===== config.mk =====
export PLATFORM = sky130hd
export DESIGN_NAME = snapshot_capture_ctrl
export DESIGN_NICKNAME = d
export VERILOG_FILES = /design/src/rtl/snapshot_capture_ctrl.sv
export SDC_FILE = /design/constraint.sdc
export NUM_CORES = 1
export LEC_CHECK = 0
export ABC_AREA = 1
export CORE_AREA = 2 2 103 95
export DETAILED_ROUTE_END_ITERATION = 10
export DIE_AREA = 0 0 105 97
export PLACE_DENSITY = 0.92
export SLEW_MARGIN = 30
export SYNTH_ARGS = -nofsm -noshare
export SYNTH_HDL_FRONTEND = slang
export SYNTH_SLANG_ARGS = --single-unit

===== constraint.sdc =====
create_clock -name user_clk -period 3.3 [get_ports user_clk]
set_clock_uncertainty 0.1 [all_clocks]
set_input_delay 0.825 -clock user_clk [delete_from_list [all_inputs] [get_ports user_clk]]
set_output_delay 0.825 -clock user_clk [all_outputs]
set_load 0.1 [all_outputs]

===== src/rtl/snapshot_capture_ctrl.sv =====
// Snapshot capture controller: arm/trigger FSM that streams qualified samples into a 2^ADDR_W buffer; optional trigger offset under SNAPSHOT_CAPTURE_OFFSET_EN.
// Latency: a qualified sample appears on bram_we/bram_addr/bram_din one cycle after its sample cycle.
// Backpressure: none; the sample stream is never stalled, and capture stops once the buffer is full.
module snapshot_capture_ctrl #(
  parameter int ADDR_W = 11,
  parameter int DATA_W = 64
) (
  input  logic              user_clk,
  input  logic              user_rst,
  input  logic [31:0]       ctrl_reg,
  input  logic              trig_in,
  input  logic              data_valid,
  input  logic [DATA_W-1:0] din,
  output logic [ADDR_W-1:0] bram_addr,
  output logic              bram_we,
  output logic [DATA_W-1:0] bram_din,
  output logic [31:0]       status_out
);

  typedef enum logic [2:0] {
    S_IDLE,
    S_ARMED,
    S_OFFSET,
    S_CAPTURE,
    S_DONE
  } state_t;

  state_t          state;
  state_t          state_nxt;
  logic            arm_prev;
  logic            hist_vld;
  logic            arm_edge;
  logic            trigger;
  logic            qual;
  logic            capture_sample;
  logic            count_last;
  logic            offset_req;
  logic            off_done;
  logic [ADDR_W:0] count;

  // hist_vld masks the first post-reset cycle so a level held through reset cannot arm
  assign arm_edge   = ctrl_reg[0] & ~arm_prev & hist_vld;
  assign trigger    = trig_in | ctrl_reg[1];
  assign qual       = ctrl_reg[2] ? data_valid : 1'b1;
  assign count_last = ~count[ADDR_W] & (count[ADDR_W-1:0] == {ADDR_W{1'b1}});

`ifdef SNAPSHOT_CAPTURE_OFFSET_EN
  logic [15:0] off_cnt;
  logic        unused_ctrl;

  assign offset_req  = (ctrl_reg[31:16] != 16'd0);
  assign off_done    = (off_cnt == 16'd0);
  assign unused_ctrl = &{1'b0, ctrl_reg[15:3]};

  // Loaded with N-1 at the trigger so the last OFFSET cycle is exactly N cycles after it
  always_ff @(posedge user_clk) begin
    if (user_rst) begin
      off_cnt <= '0;
    end else if (state == S_ARMED && trigger && !arm_edge) begin
      off_cnt <= ctrl_reg[31:16] - 16'd1;
    end else if (state == S_OFFSET && !off_done) begin
      off_cnt <= off_cnt - 16'd1;
    end
  end
`else
  logic unused_ctrl;

  assign offset_req  = 1'b0;
  assign off_done    = 1'b0;
  assign unused_ctrl = &{1'b0, ctrl_reg[31:3]};
`endif

  always_ff @(posedge user_clk) begin
    if (user_rst) begin
      state <= S_IDLE;
    end else begin
      state <= state_nxt;
    end
  end

  always_comb begin
    state_nxt = state;
    if (arm_edge) begin
      state_nxt = S_ARMED;
    end else begin
      case (state)
        S_IDLE: state_nxt = S_IDLE;
        S_ARMED: begin
          if (trigger) begin
            if (offset_req) begin
              state_nxt = S_OFFSET;
            end else begin
              state_nxt = (capture_sample && count_last) ? S_DONE : S_CAPTURE;
            end
          end
        end
        S_OFFSET: begin
          if (off_done) begin
            state_nxt = (capture_sample && count_last) ? S_DONE : S_CAPTURE;
          end
        end
        S_CAPTURE: begin
          if (capture_sample && count_last) begin
            state_nxt = S_DONE;
          end
        end
        S_DONE:  state_nxt = S_DONE;
        default: state_nxt = S_IDLE;
      endcase
    end
  end

  always_comb begin
    capture_sample = 1'b0;
    status_out     = '0;
    case (state)
      S_ARMED: begin
        status_out[29] = 1'b1;
        capture_sample = trigger & ~offset_req & qual;
      end
      S_OFFSET: begin
        status_out[30] = 1'b1;
        capture_sample = off_done & qual;
      end
      S_CAPTURE: begin
        status_out[30] = 1'b1;
        capture_sample = qual;
      end
      S_DONE:  status_out[31] = 1'b1;
      default: ;
    endcase
    if (arm_edge) begin
      capture_sample = 1'b0;
    end
    status_out[ADDR_W:0] = count;
  end

  always_ff @(posedge user_clk) begin
    if (user_rst) begin
      arm_prev  <= 1'b0;
      hist_vld  <= 1'b0;
      count     <= '0;
      bram_we   <= 1'b0;
      bram_addr <= '0;
      bram_din  <= '0;
    end else begin
      arm_prev <= ctrl_reg[0];
      hist_vld <= 1'b1;
      bram_we  <= capture_sample;
      if (arm_edge) begin
        count <= '0;
      end else if (capture_sample) begin
        count     <= count + {{ADDR_W{1'b0}}, 1'b1};
        bram_addr <= count[ADDR_W-1:0];
        bram_din  <= din;
      end
    end
  end

endmodule


==> reports/results.txt <==
status = complete, no violations
Synth Register Bits = 93
Num Clock Sinks = 93
Synth Area per Inst = 7.538 µm²
pin count of the biggest net entering global routing = 73
num rows = 33
CP max FO = 37
hold violation total from the final report = 0
Tcrit/Tclk final = 0.7571
Avg Vias per Cell = 4.721
internal power = 1.678 mW
Tmin final = 2.498 ns
vias in the first global route = 3,407
Synth-to-Final Area Change = 43.20%
CTS clk-pin slew, worst paths = 0.08 ns
Layout Cells excl Fill = 760
Worst-Margin Slew = 0.7382 ns
Max-cap violations = 0
Syn Inst Count = 483
met3 usage = 0.05863
type of the worst min-delay path = flop to flop
Critical Path AT = 2.66 ns
CTS Buf Count = 9
dpl hpwl = 7.108 mm
Seq pwr share = 0.467
RD Place Congestion = 0.8252
met1 global-route usage = 0.2245
Initial Util = 0.4045
initial DRC count = 233
crit path cell chain = clkdlybuf4s50_1 > nand3_1 > nand3_2 > nor2_4 > buf_4 > nand2_1 > a21oi_1
WS Path Type = primary input to flop
sw frac = 0.3333
leakage power = 2.111 nW
# hold bufs at CTS = 0
num ports = 208
commonest non-fill, non-tap cell in the layout = nand2_1
setup repair bufs after CTS = 0
Avg WL per Cell = 12.70 µm
Cell Area, Synth = 0.003641 mm²
Finish-stage setup viols = 0
nets@finish = 734
crit-path max cell delay = 0.43 ns
antenna-violating nets left = 0
Max Fclk = 400.3 MHz
post_cts resized = 0
GRT met2 Usage = 0.3127
max-slew violations = 0
gr ovfl total = 0
CP startpoint kind = primary input
Warnings, synthesis = 0
Required @ worst endpoint = 3.46 ns
CP delay by family, top = buffers and inverters
Max VDD drop = 327.9 µV
Sum Neg Setup Slack = 0 ns
I/O Buffers = 161
WL final = 9.653 mm
Slew HR = 0.5078
Unique masters post-synth = 25
antenna violations before repair = 0
Comb power frac = 0.227
H-tree levels = 3
number of synthesized flops with an enable pin = 0
CTS tree = built
post-route DRC violation count = 0
die span in x = 105 µm
Pwr per Cell Area = 482.6 mW/mm²
global-route wire length before repair = 15.81 mm
gr busiest metal = met2
total global-route track usage = 0.1858
Die Ht = 97 µm
ant diodes = 0
Seq/Total Area, Yosys = 0.5113
Longest Clk Path Bufs = 2
CTS root buffer = clkbuf_8
clock network power share = 0.305
Core Region = 0.009001 mm²
Async S/R FF share, synth = 0
DR vias = 3,588
drt first pass iters = 4
Worst-Skew Late Latency = 0.34 ns
Die ar. = 0.01019 mm²
crit path capture type = flop
layout cell share with drive strength beyond 1 = 0.1865
net switching power = 0.8388 mW
placed insts = 744
Most used DFF post-synth = dfxtp_1
most frequent cells in the layout = nand2_1, buf_4, dfxtp_1
RSZ-0062 raised after global routing = false
Buf/Inv on CP = 2
Critical Path Slowest Stage Cell = clkdlybuf4s50_1
worst reg2reg max path, delay by kind of cell, from the launching register on:
family / cells / cell delay [ns]
buf+inv: 2 / 0.48
simple gates: 4 / 0.77
flops: 1 / 0.44
compound gates: 1 / 0.14
final timing paths:
| path | start | depth (start not counted) | slack (ns) | to |
|---|---|---|---|---|
| worst max-delay path | ctrl_reg[0] | 7 | 0.80 | bram_din[53] |
| worst min-delay path | bram_din[52] | 2 | 0.37 | bram_din[52] |
| worst max register to register | state[0] | 7 | 1.28 | bram_din[53] |
| worst min register to register | bram_din[52] | 2 | 0.37 | bram_din[52] |
registers in the layout (all words and copies together), names as in the netlist:
signal,cells
hist_vld,1
bram_we,1
bram_din,64
bram_addr,11
arm_prev,1
count,12
state,3
final cells by class:
| type | instances | area (µm²) |
|---|---|---|
| sequential | 93 | 1862 |
| clock inverter | 6 | 70.07 |
| timing repair buffer | 165 | 1421 |
| inverter | 28 | 105.1 |
| multi-input combinational | 336 | 1465 |
| tap | 122 | 152.6 |
| clock buffer | 10 | 137.6 |
| fill | 803 | 3787 |
through the flow:
step / instance area [µm²] / power (mW) / worst slack, ns / util / hold slack [ns]
after global placement: 5006 / 1.765 / 0.5010 / 0.5562 / 0.3523
after CTS: 5214 / 2.552 / 0.8177 / 0.5792 / 0.3705
after floorplan: 3706 / 1.634 / 0.5902 / - / 0.4059
after global routing: 5214 / 2.623 / 0.6911 / 0.5792 / 0.3930
after detailed placement: 5006 / 1.775 / 0.4379 / 0.5562 / 0.3569
final: 5214 / 2.516 / 0.8016 / 0.5792 / 0.3688
per-layer routing:
layer | vias up | part of all wire
met5 | - | 0
met4 | 0 | 0.0096
met3 | 10 | 0.084
met2 | 155 | 0.48
met1 | 1625 | 0.43
li1 | 1798 | -
cell families (layout without fill, tap and decap cells):
family	after synthesis	count (layout)	synth area share
AOI/OAI and AO/OA	98	98	0.1351
other	1	17	0.001030
adders and majority gates	1	1	0.003436
buffers and inverters	70	209	0.1065
DFF	93	93	0.5113
and+or+nand+nor	220	220	0.2426
Yosys cell counts (all sizes together) (3+ instances only):
cell type / count / area, µm²
o21ai: 12 / 60.06
clkbuf: 12 / 45.04
dfxtp: 93 / 1862
nor3: 6 / 30.03
nand4: 3 / 25.02
nor2: 25 / 103.9
a21oi: 85 / 425.4
nand2: 172 / 645.6
nand3: 12 / 65.06
inv: 27 / 101.4
buf: 30 / 237.7
power groups by stage:
| stage | clock, mW | combinational (mW) | sequential [mW] |
|---|---|---|---|
| final | 0.768 | 0.572 | 1.18 |
| after global routing | 0.847 | 0.596 | 1.18 |
| after CTS | 0.802 | 0.574 | 1.18 |
| after detailed placement | 0 | 0.573 | 1.20 |
| after global placement | 0 | 0.566 | 1.20 |
| after floorplan | 0 | 0.211 | 1.42 |
Note: power is estimated with default switching activity, not from simulation.
==> RTL edit, RTL diff (same settings) <==
The 5 states of `state_t` get a one-hot encoding in 5 bits.
--- a/src/rtl/snapshot_capture_ctrl.sv
+++ b/src/rtl/snapshot_capture_ctrl.sv
@@ -17,12 +17,12 @@
   output logic [31:0]       status_out
 );
 
-  typedef enum logic [2:0] {
-    S_IDLE,
-    S_ARMED,
-    S_OFFSET,
-    S_CAPTURE,
-    S_DONE
+  typedef enum logic [4:0] {
+    S_IDLE    = 5'b00001,
+    S_ARMED   = 5'b00010,
+    S_OFFSET  = 5'b00100,
+    S_CAPTURE = 5'b01000,
+    S_DONE    = 5'b10000
   } state_t;
 
   state_t          state;
Formal check against the unedited RTL: no difference found for any inputs over 10 cycles, from zero or initial values and one cycle with user_rst high; not proved beyond that.
==> RTL edit against the unedited design <==
Routed wire length fell by 3.7%. Design area rose by 0.41%. Synthesized area rose by 0.76%. Via count down 3.0%. Sequential cell count grew 1. Non-clock buffer count grew 1. Worst setup slack better by 0.081 ns. Critical path type unchanged.
Power is not compared: it rests on default switching activity, and its combinational part moved more than twofold at a synthesized area within 25%.
==> RTL edit: results (changes against the unedited design) <==
WL/cell 12.3 microns (-3.4%); xor-xnor portion of the synthesized cell area 1.19% (+1.2 points); post-DR vias/cell 4.59 (-2.8%); met3 usage 5.32% (-0.54 points); Final #Nets 732 (-0.27%); vias in the first global route 3299 (-3.2%); outcome completed; Max Fanout on Critical Path 49 (+32%); placed cell areas 0.00505 sq mm (+0.92%); worst slew pin tran 0.498 ns (-0.240 ns); Filler Cell Count 809 (+0.75%); Synth top cells by count nor2_1, dfxtp_1, o21ai_0; crit-path max cell delay 0.45 ns (+0.02 ns); GP Congestion 0.816 (-1.2%); Yosys cell types 27 (+8.0%); metal2 WL 4.68 mm (+1.4%); crit path DAT 2.59 ns (-0.07 ns); GRT met1 Usage 20.6% (-1.8 points); fin util 58.2% (+0.24 points); pre-CTS setup slack 0.507 ns (+0.0696 ns); DRT iter0 DRCs 170 (-27%); first-pass GRT wire length 15.3 mm (-3.4%); largest net degree at the start of global routing 50 (-32%); Total GRT Usage 18.3% (-0.32 points); DR WL met3 546 microns (-33%); DRT met1 WL 3.90 mm (-5.7%); final WL 9.30 mm (-3.7%); post-DP HPWL 6.94 mm (-2.4%)
RTL edit: cell types whose count changed in the layout (fill, tap and decap cells not counted), sizes merged, moves of 6 or more:
cell	unedited run	this run
nand2	172	40
nor2	25	166
nor3	6	0
o21ai	12	78
inv	29	21
a21oi	85	18
RTL edit: final timing paths:
path,start,end,slack (ns)
max,trig_in,count[3]$_SDFFE_PP0P_,0.88
min,bram_addr[0]$_SDFFE_PP0P_,bram_addr[0]$_SDFFE_PP0P_,0.38
max reg2reg,state[1]$_SDFFE_PP0P_,count[3]$_SDFFE_PP0P_,1.44
min reg2reg,bram_addr[0]$_SDFFE_PP0P_,bram_addr[0]$_SDFFE_PP0P_,0.38
RTL edit: area by class of cell:
type / count / share of cell area (%)
tap: 122 / 2.92
clock buffer: 11 / 2.70
inverter: 20 / 1.48
timing repair buffer: 166 / 27.6
clock inverter: 5 / 0.789
sequential: 94 / 35.9
multi-input combinational: 340 / 28.5
